===== config.mk =====
export PLATFORM = sky130hd
export DESIGN_NAME = debouncer_multi
export DESIGN_NICKNAME = d
export VERILOG_FILES = /design/src/rtl/debouncer_pkg.sv /design/src/rtl/debounce_channel.sv /design/src/rtl/debouncer_multi.sv
export SDC_FILE = /design/constraint.sdc
export NUM_CORES = 1
export LEC_CHECK = 0
export CAP_MARGIN = 0
export CORE_UTILIZATION = 25
export CTS_BUF_LIST = sky130_fd_sc_hd__clkbuf_4 sky130_fd_sc_hd__clkbuf_8
export DETAILED_ROUTE_END_ITERATION = 10
export DONT_BUFFER_PORTS = 1
export PLACE_DENSITY = 0.39
export SYNTH_ARGS = -nofsm -noshare
export SYNTH_HDL_FRONTEND = slang
export SYNTH_SLANG_ARGS = --single-unit

===== constraint.sdc =====
create_clock -name clk -period 2.1 [get_ports clk]
set_input_delay 0.63 -clock clk [delete_from_list [all_inputs] [get_ports clk]]
set_output_delay 0.63 -clock clk [all_outputs]
set_load 0.1 [all_outputs]

===== src/rtl/debouncer_pkg.sv =====
// Shared types and constants for the multi-channel debouncer.
package debouncer_pkg;

  typedef enum logic [1:0] {
    DB_STABLE  = 2'd0,
    DB_QUALIFY = 2'd1,
    DB_LOCK    = 2'd2
  } db_state_t;

  localparam int DB_MODE_INTEGRATE = 0;
  localparam int DB_MODE_LOCKOUT   = 1;

  localparam int GLITCH_CNT_W = 8;
  typedef logic [GLITCH_CNT_W-1:0] glitch_cnt_t;

endpackage


===== src/rtl/debounce_channel.sv =====
// One debounced input: 2-flop synchroniser, integrate/lockout FSM, edge pulses.
// Optional per-channel glitch counter when DEBOUNCE_GLITCH_CNT_EN is defined.
module debounce_channel
  import debouncer_pkg::*;
#(
  parameter int STABLE_CYCLES = 4,
  parameter int MODE          = DB_MODE_INTEGRATE,
  parameter bit RESET_LEVEL   = 1'b0,
  parameter int CNT_W         = $clog2(STABLE_CYCLES + 1)
) (
  input  logic clk,
  input  logic rstN,
  input  logic value_in,
  output logic value_out,
  output logic rise_pulse,
  output logic fall_pulse
`ifdef DEBOUNCE_GLITCH_CNT_EN
  ,
  input  logic        glitch_clr,
  output glitch_cnt_t glitch_cnt
`endif
);

  localparam bit               LOCKOUT  = (MODE == DB_MODE_LOCKOUT);
  localparam logic [CNT_W-1:0] CNT_LAST = CNT_W'(STABLE_CYCLES - 1);

  logic             sync_p0;
  logic             sync_p1;
  db_state_t        state;
  db_state_t        state_n;
  logic [CNT_W-1:0] cnt;
  logic [CNT_W-1:0] cnt_n;
  logic             out_n;
  logic             rise_n;
  logic             fall_n;
  logic             differ;

  // Stage p0/p1: metastability synchroniser
  always_ff @(posedge clk) begin
    if (!rstN) begin
      sync_p0 <= RESET_LEVEL;
      sync_p1 <= RESET_LEVEL;
    end else begin
      sync_p0 <= value_in;
      sync_p1 <= sync_p0;
    end
  end

  assign differ = (sync_p1 != value_out);

  always_comb begin
    state_n = state;
    cnt_n   = cnt;
    out_n   = value_out;
    rise_n  = 1'b0;
    fall_n  = 1'b0;
    if (LOCKOUT) begin
      // Lockout: follow the first change at once, then blank for STABLE_CYCLES.
      case (state)
        DB_STABLE: begin
          cnt_n = '0;
          if (differ) begin
            out_n   = sync_p1;
            rise_n  = sync_p1;
            fall_n  = !sync_p1;
            state_n = DB_LOCK;
          end
        end
        DB_LOCK: begin
          if (cnt == CNT_LAST) begin
            cnt_n   = '0;
            state_n = DB_STABLE;
          end else begin
            cnt_n = cnt + CNT_W'(1);
          end
        end
        default: begin
          cnt_n   = '0;
          state_n = DB_STABLE;
        end
      endcase
    end else begin
      // Integrate: the new level must hold for STABLE_CYCLES before it is taken.
      case (state)
        DB_STABLE: begin
          if (differ) begin
            cnt_n   = CNT_W'(1);
            state_n = DB_QUALIFY;
          end else begin
            cnt_n = '0;
          end
        end
        DB_QUALIFY: begin
          if (!differ) begin
            cnt_n   = '0;
            state_n = DB_STABLE;
          end else if (cnt == CNT_LAST) begin
            out_n   = sync_p1;
            rise_n  = sync_p1;
            fall_n  = !sync_p1;
            cnt_n   = '0;
            state_n = DB_STABLE;
          end else begin
            cnt_n = cnt + CNT_W'(1);
          end
        end
        default: begin
          cnt_n   = '0;
          state_n = DB_STABLE;
        end
      endcase
    end
  end

  // Stage p2: debounced level and its edge pulses
  always_ff @(posedge clk) begin
    if (!rstN) begin
      state      <= DB_STABLE;
      cnt        <= '0;
      value_out  <= RESET_LEVEL;
      rise_pulse <= 1'b0;
      fall_pulse <= 1'b0;
    end else begin
      state      <= state_n;
      cnt        <= cnt_n;
      value_out  <= out_n;
      rise_pulse <= rise_n;
      fall_pulse <= fall_n;
    end
  end

`ifdef DEBOUNCE_GLITCH_CNT_EN
  logic        sync_p2;
  logic        glitch_ev;
  glitch_cnt_t gcnt;

  function automatic glitch_cnt_t sat_inc(input glitch_cnt_t v);
    return (v == '1) ? v : v + 1'b1;
  endfunction

  // A glitch is an aborted qualification, or any input toggle while blanked.
  always_comb begin
    glitch_ev = 1'b0;
    if (LOCKOUT) begin
      glitch_ev = (state == DB_LOCK) && (sync_p1 != sync_p2);
    end else begin
      glitch_ev = (state == DB_QUALIFY) && !differ;
    end
  end

  always_ff @(posedge clk) begin
    if (!rstN) begin
      sync_p2 <= RESET_LEVEL;
      gcnt    <= '0;
    end else begin
      sync_p2 <= sync_p1;
      if (glitch_clr) begin
        gcnt <= '0;
      end else if (glitch_ev) begin
        gcnt <= sat_inc(gcnt);
      end
    end
  end

  assign glitch_cnt = gcnt;
`endif

endmodule


===== src/rtl/debouncer_multi.sv =====
// CHANNELS independent debouncers sharing one mode and interval.
// Define DEBOUNCE_GLITCH_CNT_EN to add glitch_clr / glitch_cnt per channel.
module debouncer_multi
  import debouncer_pkg::*;
#(
  parameter int CHANNELS      = 4,
  parameter int CLK_FREQ_MHZ  = 50,
  parameter int DELAY_MS      = 20,
  parameter int STABLE_CYCLES = DELAY_MS * CLK_FREQ_MHZ * 1000,
  parameter int MODE          = DB_MODE_INTEGRATE,
  parameter bit RESET_LEVEL   = 1'b0
) (
  input  logic                clk,
  input  logic                rstN,
  input  logic [CHANNELS-1:0] value_in,
  output logic [CHANNELS-1:0] value_out,
  output logic [CHANNELS-1:0] rise_pulse,
  output logic [CHANNELS-1:0] fall_pulse
`ifdef DEBOUNCE_GLITCH_CNT_EN
  ,
  input  logic                             glitch_clr,
  output logic [CHANNELS*GLITCH_CNT_W-1:0] glitch_cnt
`endif
);

  localparam int CNT_W    = $clog2(STABLE_CYCLES + 1);
  // Any non-integrate setting selects lockout.
  localparam int MODE_SEL = (MODE == DB_MODE_INTEGRATE) ? DB_MODE_INTEGRATE : DB_MODE_LOCKOUT;

  for (genvar i = 0; i < CHANNELS; i++) begin : g_ch
    debounce_channel #(
      .STABLE_CYCLES (STABLE_CYCLES),
      .MODE          (MODE_SEL),
      .RESET_LEVEL   (RESET_LEVEL),
      .CNT_W         (CNT_W)
    ) u_ch (
      .clk        (clk),
      .rstN       (rstN),
      .value_in   (value_in[i]),
      .value_out  (value_out[i]),
      .rise_pulse (rise_pulse[i]),
      .fall_pulse (fall_pulse[i])
`ifdef DEBOUNCE_GLITCH_CNT_EN
      ,
      .glitch_clr (glitch_clr),
      .glitch_cnt (glitch_cnt[GLITCH_CNT_W*i +: GLITCH_CNT_W])
`endif
    );
  end

endmodule

# Word level (Yosys, flattened, before mapping)
# Index checks and enable logic that the tools add are counted.
# word_totals
regBits,108
elab_cells,104
in_bits,6
out_inout_bits,12
# classes
n_mux,32
n_addsub,4
eq_ne,20
n_reduce_logical,20
# ops
operator,n
20-bit 2-to-1 mux,8
20-bit case mux with 2 select lines,4
"20-bit by 1-bit adder with 20-bit output, second input constant",4
"20-bit equality test, second input constant",4
2-bit 2-to-1 mux,12
2-bit case mux with 2 select lines,4
4-bit AND reduction,4
"3-bit != test, second input constant",4
3-bit AND reduction,4
"2-bit by 1-bit equality test with 1-bit output, second input constant",4
2-bit logical NOT,4
"2-bit by 1-bit != test with 1-bit output, second input constant",4
2-bit AND reduction,4
1-bit logical NOT,4
1-bit 2-to-1 mux,4
1-bit != test,4

# Logic depth before layout (Yosys ltp)
# Gate-level depths: netlist of run 1.
# depth
depth_word,4
ltp_mapped,6
depth_no_buf,5

# Modules after synthesis
# Synthesis of run 1 repeated with hierarchy kept, for this count alone.
# hier_totals
cells_unflattened,504
hier_area_um2,4690.7
# by_module_without_submodules
mod,seq_area_each_um2,cells_each,n_inst,area_per_inst_um2
debounce_channel at g_ch[0].u_ch ...,520.5,126,3,1169.9
debounce_channel at g_ch[3].u_ch,520.5,126,1,1181.1

# Worst setup path before layout of run 1
# Ideal clock, no wire load.
# synth_path
path_kind,register -> register
from,register g_ch[0].u_ch.cnt[8]
to,register g_ch[0].u_ch.cnt[13]
t_arrival_ps,1996
synth_period_minus_slack_ps,2111
n_path_buf,1
setup_time_ps,115
slack_ps,-11
required_ps,1985
path_stages_with_launch,6
cell_sequence,dfxtp_1 -> or4b_2 -> or4_4 -> o21ai_4 -> buf_6 -> nor2_1
# synth_via
elab_chain_cells,4
elab_cells_between_ends,5
cone_classes,add/sub: 1; eq/ne: 1; mux: 3
# synth_rtl
element,line,rtl
"start, declared",debounce_channel.sv:31,logic [CNT_W-1:0] cnt;
"start signal, assigned",debounce_channel.sv:125,cnt <= cnt_n;
20-bit by 1-bit adder with 20-bit output / 20-bit equality test (equally long branches),"debounce_channel.sv:104, debounce_channel.sv:97",
20-bit 2-to-1 mux (*),debounce_channel.sv:97,end else if (cnt == CNT_LAST) begin
20-bit 2-to-1 mux (*),debounce_channel.sv:94,if (!differ) begin
20-bit case mux with 2 select lines (*),debounce_channel.sv:84,case (state)
# Mark *: on every way between the ends. The rest lies on a longest branch, timed or not.
# A chain may end at the register's enable or synchronous reset.

# Final worst setup path of run 1
# layout_path
from,register g_ch[1].u_ch.cnt[12]
to,register g_ch[1].u_ch.cnt[15]
# layout_via
elab_chain_cells,4
elab_cells_between_ends,5
cone_classes,add/sub: 1; eq/ne: 1; mux: 3
# layout_rtl
element,line
"start, declared",debounce_channel.sv:31
"start signal, assigned",debounce_channel.sv:125
20-bit by 1-bit adder with 20-bit output / 20-bit equality test (equally long branches),"debounce_channel.sv:104, debounce_channel.sv:97"
20-bit 2-to-1 mux (*),debounce_channel.sv:97
20-bit 2-to-1 mux (*),debounce_channel.sv:94
20-bit case mux with 2 select lines (*),debounce_channel.sv:84
# Marks and branches as above.

==> impl_summary.log, run 1 <==
INFO  metric worst_path_max_delay_cell = sky130_fd_sc_hd__or4_4
INFO  metric synthesized_instance_count = 513
INFO  metric synth_seq_cells = approximately 100
INFO  metric cp.required = 2.38 ns
INFO  metric netlist_area = between 4000 and 5000 um2
INFO  metric tritoncts = yes
INFO  metric buffers_added_on_ports = 0
INFO  metric sequential_cell_area = between 2000 and 2500 um2
INFO  metric tritoncts_buffers = 9
INFO  metric hold_viol = 0
INFO  metric num-nets-final = 563
INFO  metric timing.setup.critical_path_class = reg -> reg
INFO  metric min_period_over_period = between 90 and 100%
INFO  metric clockRootBuffer = sky130_fd_sc_hd__clkbuf_8
INFO  metric fillCellCount = 1822
INFO  metric drt_iter0_drc = 145
INFO  metric worst_hold_slack = about 0.37 ns
INFO  metric total_leakage_power = about 1.7 nW
INFO  metric cp_cell_sequence = or4_4 -> or4_4 -> o21ai_4 -> clkbuf_16 -> a21oi_1
INFO  metric finish.cell_count_without_fillers = 784
INFO  metric fin_ws = approximately 0.023 ns
INFO  metric syn_warnings = 0
INFO  metric placed_cells = about 760
INFO  metric drv.max_cap_violation_count = 0
INFO  metric multi_input_area = 2260 um2
INFO  metric final_number_of_max_transition_violations = 0
INFO  metric power_density = approximately 600 nW/um2
INFO  metric totalWireLength = 9.96 mm
INFO  metric max_stage_delay = 0.58 ns
INFO  metric run_status = completed
INFO  metric timing.final.setup_violations = 0
INFO  metric via_count_of_the_first_global_routing_pass = around 3500
INFO  metric clockBufferDepth = 2
INFO  metric layout_min_cycle_time = roughly 2.1 ns
INFO  metric mappedNetlistNets = between 500 and 600
INFO  metric ys_seq_area_share = around 46%
INFO  metric grt_start_max_net_pins = 20
INFO  metric post_synth_main_area_contributors = sky130_fd_sc_hd__dfxtp_1, sky130_fd_sc_hd__xnor2_1, sky130_fd_sc_hd__nor2_1
INFO  metric hold_class = in -> reg
INFO  metric rsz0062_at_grt = true
INFO  metric ir_worst_vdd = between 0.3 and 0.4 mV
INFO  metric final_common_cell = sky130_fd_sc_hd__dfxtp_1
INFO  metric r2r_setup_slack = roughly 0.023 ns
INFO  metric gpl_wtd_cong = approximately 0.76
INFO  metric antenna_found_initial = 1
INFO  metric layout_cells_sized_above_1 = about 16%
INFO  metric die_area = approximately 19000 um2
INFO  metric timing.max_slew.rel_slack = between 60% and 70%
INFO  metric synth_top_area_share = 45.9%
INFO  metric grt_remaining_overflow = 0
INFO  metric worst_margin_slew = 0.542 ns
INFO  metric cts.sinks = between 100 and 150
INFO  metric placement_rows = 48
INFO  metric start_util = roughly a quarter
INFO  metric clock_latency_at_the_later_pin_of_the_worst_skew_pair = 0.38 ns
INFO  metric maxClockFrequency = between 0.4 and 0.5 GHz
INFO  metric final_core_util = 30.6%
INFO  metric die-height = about 140 um
INFO  metric avgRoutedWirePerCell = between 10 and 15 um
INFO  metric vias_per_cell = 4.66
INFO  metric area.growth.synth_to_final = 18.0%
INFO  metric crit_path_max_fanout = 5
INFO  metric drt_first_pass_iters = 4
INFO  metric detailroute.via_count = approximately 3700
INFO  metric crit_path_start_kind = flop
INFO  metric placeableCoreArea = around 17000 um2
INFO  metric chipWidth = around 140 um
INFO  metric place_ws = around 0.023 ns
INFO  metric ant_nets = 0
INFO  metric endpoint_type_of_the_worst_setup_path = flop
INFO  metric final_cell_mix = sky130_fd_sc_hd__dfxtp_1, sky130_fd_sc_hd__nor2_1, sky130_fd_sc_hd__buf_4, sky130_fd_sc_hd__a21oi_1, sky130_fd_sc_hd__nand3_1
INFO  metric arrival_time_at_the_worst_endpoint = ~2.4 ns
INFO  metric htree_num_levels = 3
INFO  metric design.portCount = 18
INFO  metric global_route.usage.total = a little under an eighth
INFO  metric hpwlAfterDp = between 7 and 8 mm
INFO  metric grt_pass1_wl = between 15 and 20 mm
INFO  metric worst_setup_hold_path_clk_slew = ~0.10 ns
INFO  metric post_route_total_power = around 3.2 mW
INFO  metric netlist-cell-type-count = 36
INFO  metric post-synth-top-area-cell = sky130_fd_sc_hd__dfxtp_1
INFO  metric synthesis.area_per_instance = about 8.8 um2
INFO  metric finClkSkew = 0.0103 ns
INFO  metric critical-path-top-cell-by-count = sky130_fd_sc_hd__or4_4
INFO  metric drc = 0
-- metrics by stage --
step,setup TNS [ns],instance area [um2]
after floorplan,0,4540
after global placement,0,5070
after detailed placement,0,5070
after CTS,0,5260
after global routing,-0.434,5350
final,0,5350
-- synthesized netlist by cell type (all sizes together) --
master	number
dfxtp	104
nor2	65
a21oi	34
nand3	33
xnor2	31
nand2	26
xor2	23
nand4	20
or4	20
o21ai	18
inv	17
buf	16
and3	15
or3	14
and2	13
o31ai	12
nor4	11
clkbuf	9
nor3	9
and4	4
ha	4
a21o	3
or4b	3
nand3b	2
nor3b	1
nor4b	1
nor4bb	1
o21bai	1
or2	1
or3b	1
or4bb	1
-- state kept, by name, summed over array words and instances, names as in the netlist --
name	cells
g_ch.u_ch.cnt	80
g_ch.u_ch.fall_pulse	4
g_ch.u_ch.rise_pulse	4
g_ch.u_ch.state	4
g_ch.u_ch.sync_p0	4
g_ch.u_ch.sync_p1	4
g_ch.u_ch.value_out	4
-- where the power goes --
| group | total, mW | switching [mW] | internal [mW] | leakage, nW |
|---|---|---|---|---|
| Clock | 1.22 | 0.681 | 0.537 | 0.103 |
| Sequential | 1.99 | 0.00917 | 1.98 | 0.842 |
| Combinational | 0.0219 | 0.0117 | 0.0102 | 0.805 |
| Total | 3.23 | 0.701 | 2.53 | 1.75 |
-- final cells by class --
cell class | count | area share (%)
Multi-Input combinational cell | 367 | 42.2
Sequential cell | 104 | 39.0
Timing Repair Buffer | 54 | 8.77
Tap cell | 225 | 5.26
Clock buffer | 13 | 3.23
Inverter | 17 | 1.19
Clock inverter | 3 | 0.281
Antenna cell | 1 | 0.0468
-- what timing repair did --
| action | CTS | global route |
|---|---|---|
| setup endpoints to repair | 0 | 38 |
| gates resized for setup | 0 | 9 |
| hold buffers | 0 | 0 |
| buffers inserted | 0 | 1 |
-- per-layer routing --
metal	track usage, %	routed length (um)	vias up
met4	3.77	126	0
met2	18.6	4640	46
met3	4.26	417	8
met5	0	0	-
met1	14.0	4780	1715
li1	-	-	1884
-- kinds of logic (layout without fill, tap and decap cells) --
group,count (synthesis),after routing,share of synthesized area [%]
simple gates,241,241,28.6
flops,104,104,45.9
compound gates,68,68,9.13
xor+xnor,54,54,10.4
buf+inv,42,87,4.77
fa+ha+maj,4,4,1.10
other cells,0,1,0
-- worst paths after layout --
check | startpoint | to | depth (start not counted)
setup / recovery | g_ch[1].u_ch.cnt[12] | g_ch[1].u_ch.cnt[15] | 5
hold / removal | value_in[3] | g_ch[3].u_ch.sync_p0 | 1
setup reg to reg | g_ch[1].u_ch.cnt[12] | g_ch[1].u_ch.cnt[15] | 5
hold reg to reg | g_ch[2].u_ch.sync_p0 | g_ch[2].u_ch.sync_p1 | 1
-- critical path: cells and delay by family, from the launching register on --
| kind | cells | cell delay (ns) |
|---|---|---|
| buf+inv | 1 | 0.21 |
| simple gates | 2 | 1.12 |
| compound gates | 2 | 0.33 |
| flops | 1 | 0.32 |
Note: power is estimated with default switching activity, not from simulation.
==> inputs of run 2 (changes only) <==
- CTS_CLUSTER_SIZE: default -> 20
==> results of run 2 <==
Same layout as run 1: the final DEF is identical, and so are final timing and power.
==> inputs of run 3 (changes only) <==
- TNS_END_PERCENT: default -> 20
==> impl_summary.log, run 3 (synthesis results as in run 1) <==
INFO  metric worst_hold_slack = 0.374 ns (-0.000130 ns)
INFO  metric drt_first_pass_iters = 4 (unchanged)
INFO  metric cts.sinks = 104 (unchanged)
INFO  metric finish.cell_count_without_fillers = 784 (unchanged)
INFO  metric fillCellCount = 1822 (unchanged)
INFO  metric clockRootBuffer = sky130_fd_sc_hd__clkbuf_8
INFO  metric tritoncts = yes
INFO  metric placed_cells = 763 (unchanged)
INFO  metric gpl_wtd_cong = 0.762 (unchanged)
INFO  metric worst_path_max_delay_cell = sky130_fd_sc_hd__or4_4
INFO  metric htree_num_levels = 3 (unchanged)
INFO  metric tns = 0 ns (unchanged)
INFO  metric total_leakage_power = 1.75 nW (unchanged)
INFO  metric max_stage_delay = 0.58 ns (about the same)
INFO  metric min_period_over_period = 98.9% (about the same)
INFO  metric start_util = 25.9% (unchanged)
INFO  metric crit_path_max_fanout = 5 (unchanged)
INFO  metric final_core_util = 30.6% (unchanged)
INFO  metric endpoint_type_of_the_worst_setup_path = flop
INFO  metric layout_min_cycle_time = 2.08 ns (-0.0000628 ns)
INFO  metric drt_iter0_drc = 150 (+3.4%)
INFO  metric antenna_found_initial = 1 (unchanged)
INFO  metric buffers_added_on_ports = 0 (unchanged)
INFO  metric grt_start_max_net_pins = 20 (unchanged)
INFO  metric rsz0062_at_grt = true
INFO  metric critical-path-top-cell-by-count = sky130_fd_sc_hd__or4_4
INFO  metric maxClockFrequency = 0.482 GHz (about the same)
INFO  metric vias_per_cell = 4.66 (about the same)
INFO  metric clock_latency_at_the_later_pin_of_the_worst_skew_pair = 0.38 ns (about the same)
INFO  metric power_density = 604 nW/um2 (about the same)
INFO  metric crit_path_start_kind = flop
INFO  metric ir_worst_vdd = 0.341 mV (about the same)
INFO  metric grt_remaining_overflow = 0 (unchanged)
INFO  metric dpl-instance-area = 5070 um2 (unchanged)
INFO  metric final_common_cell = sky130_fd_sc_hd__dfxtp_1
INFO  metric arrival_time_at_the_worst_endpoint = 2.35 ns (about the same)
INFO  metric placeableCoreArea = 17500 um2 (unchanged)
INFO  metric grt_pass1_wl = 16.7 mm (unchanged)
INFO  metric hold_viol = 0 (unchanged)
INFO  metric timing.setup.critical_path_class = reg -> reg
INFO  metric design.portCount = 18 (unchanged)
INFO  metric via_count_of_the_first_global_routing_pass = 3549 (unchanged)
INFO  metric timing.final.setup_violations = 0 (unchanged)
INFO  metric num-nets-final = 563 (unchanged)
INFO  metric cp.required = 2.38 ns (about the same)
INFO  metric placement_rows = 48 (unchanged)
INFO  metric crit_family = simple AND/OR/NAND/NOR gates
INFO  metric final_cell_mix = sky130_fd_sc_hd__dfxtp_1, sky130_fd_sc_hd__nor2_1, sky130_fd_sc_hd__buf_4, sky130_fd_sc_hd__a21oi_1, sky130_fd_sc_hd__nand3_1
INFO  metric hpwlAfterDp = 7.01 mm (unchanged)
INFO  metric fin_ws = 0.0234 ns (+0.0000628 ns)
INFO  metric totalWireLength = 9.96 mm (unchanged)
INFO  metric clockBufferDepth = 2 (unchanged)
INFO  metric final_design_area_no_fill = 5350 um2 (unchanged)
INFO  metric hold_class = in -> reg
INFO  metric avgRoutedWirePerCell = 12.7 um (unchanged)
INFO  metric buffers_inverters_on_critical_path = 1 (unchanged)
INFO  metric final_number_of_max_transition_violations = 0 (unchanged)
INFO  metric detailroute.via_count = 3655 (+0.055%)
INFO  metric tritoncts_buffers = 9 (unchanged)
INFO  metric post_route_total_power = 3.23 mW (about the same)
INFO  metric finClkSkew = 0.0103 ns (+0.0000483 ns)
INFO  metric drv.max_cap_violation_count = 0 (unchanged)
INFO  metric global_route.usage.total = 11.5% (unchanged)
INFO  metric timing.max_slew.rel_slack = 63.5% (unchanged)
INFO  metric chipWidth = 137 um (unchanged)
INFO  metric register_bank_with_the_most_flops = g_ch.u_ch.cnt
INFO  metric die-height = 137 um (unchanged)
INFO  metric place_ws = 0.0234 ns (unchanged)
INFO  metric run_status = completed
INFO  metric die_area = 18700 um2 (unchanged)
INFO  metric cp_cell_sequence = or4_4 -> or4_4 -> o21ai_4 -> clkbuf_16 -> a21oi_1
INFO  metric largest_register_ff_count = 80 (unchanged)
INFO  metric worst_margin_slew = 0.542 ns (unchanged)
INFO  metric ant_nets = 0 (unchanged)
INFO  metric area.growth.synth_to_final = 18.0% (unchanged)
INFO  metric layout_cells_sized_above_1 = 15.8% (unchanged)
INFO  metric drc = 0 (unchanged)
INFO  metric worst_setup_hold_path_clk_slew = 0.10 ns (about the same)
-- run 3: cell counts in the layout (fill, tap and decap cells not counted) --
Identical to the previous run, type by type.
-- run 3: metal layers --
metal	wire length (um)	vias to the layer above	global-route usage, %
li1	-	1884	-
met1	4770	1714	14.0
met2	4640	49	18.6
met3	424	8	4.26
met4	126	0	3.77
met5	0	-	0
-- run 3: final cells by class --
cell class | count | area, um2 | area share, %
Clock buffer | 13 | 173 | 3.23
Tap cell | 225 | 282 | 5.26
Inverter | 17 | 63.8 | 1.19
Multi-Input combinational cell | 367 | 2260 | 42.2
Clock inverter | 3 | 15.0 | 0.281
Antenna cell | 1 | 2.50 | 0.0468
Timing Repair Buffer | 54 | 469 | 8.77
Sequential cell | 104 | 2090 | 39.0
-- run 3: worst paths after layout --
kind                                      startpoint              endpoint  slack [ns]  cells after the start
worst min register to register  g_ch[2].u_ch.sync_p0  g_ch[2].u_ch.sync_p1        0.45                      1
worst max register to register  g_ch[1].u_ch.cnt[12]  g_ch[1].u_ch.cnt[15]        0.02                      5
worst max-delay path            g_ch[1].u_ch.cnt[12]  g_ch[1].u_ch.cnt[15]        0.02                      5
worst min-delay path                     value_in[3]  g_ch[3].u_ch.sync_p0        0.37                      1
-- run 3: worst register-to-register path: cells and delay by family, from the launching register on --
family	cells	cell delay [ns]
AND/OR/NAND/NOR	2	1.12
AO/OA/AOI/OAI	2	0.33
flip-flops	1	0.32
buffers and inverters	1	0.21
-- run 3: report_power, final --
group          internal (mW)  switching [mW]  leakage (nW)  total, mW
clock                  0.537           0.681         0.103       1.22
sequential              1.98         0.00916         0.842       1.99
combinational         0.0102          0.0117         0.805     0.0219
total                   2.53           0.702          1.75       3.23
-- run 3: repair_timing --
item                       CTS  global route
setup endpoints to repair    0            38
buffers inserted             0             1
resized for setup            0             9
hold buffers                 0             0
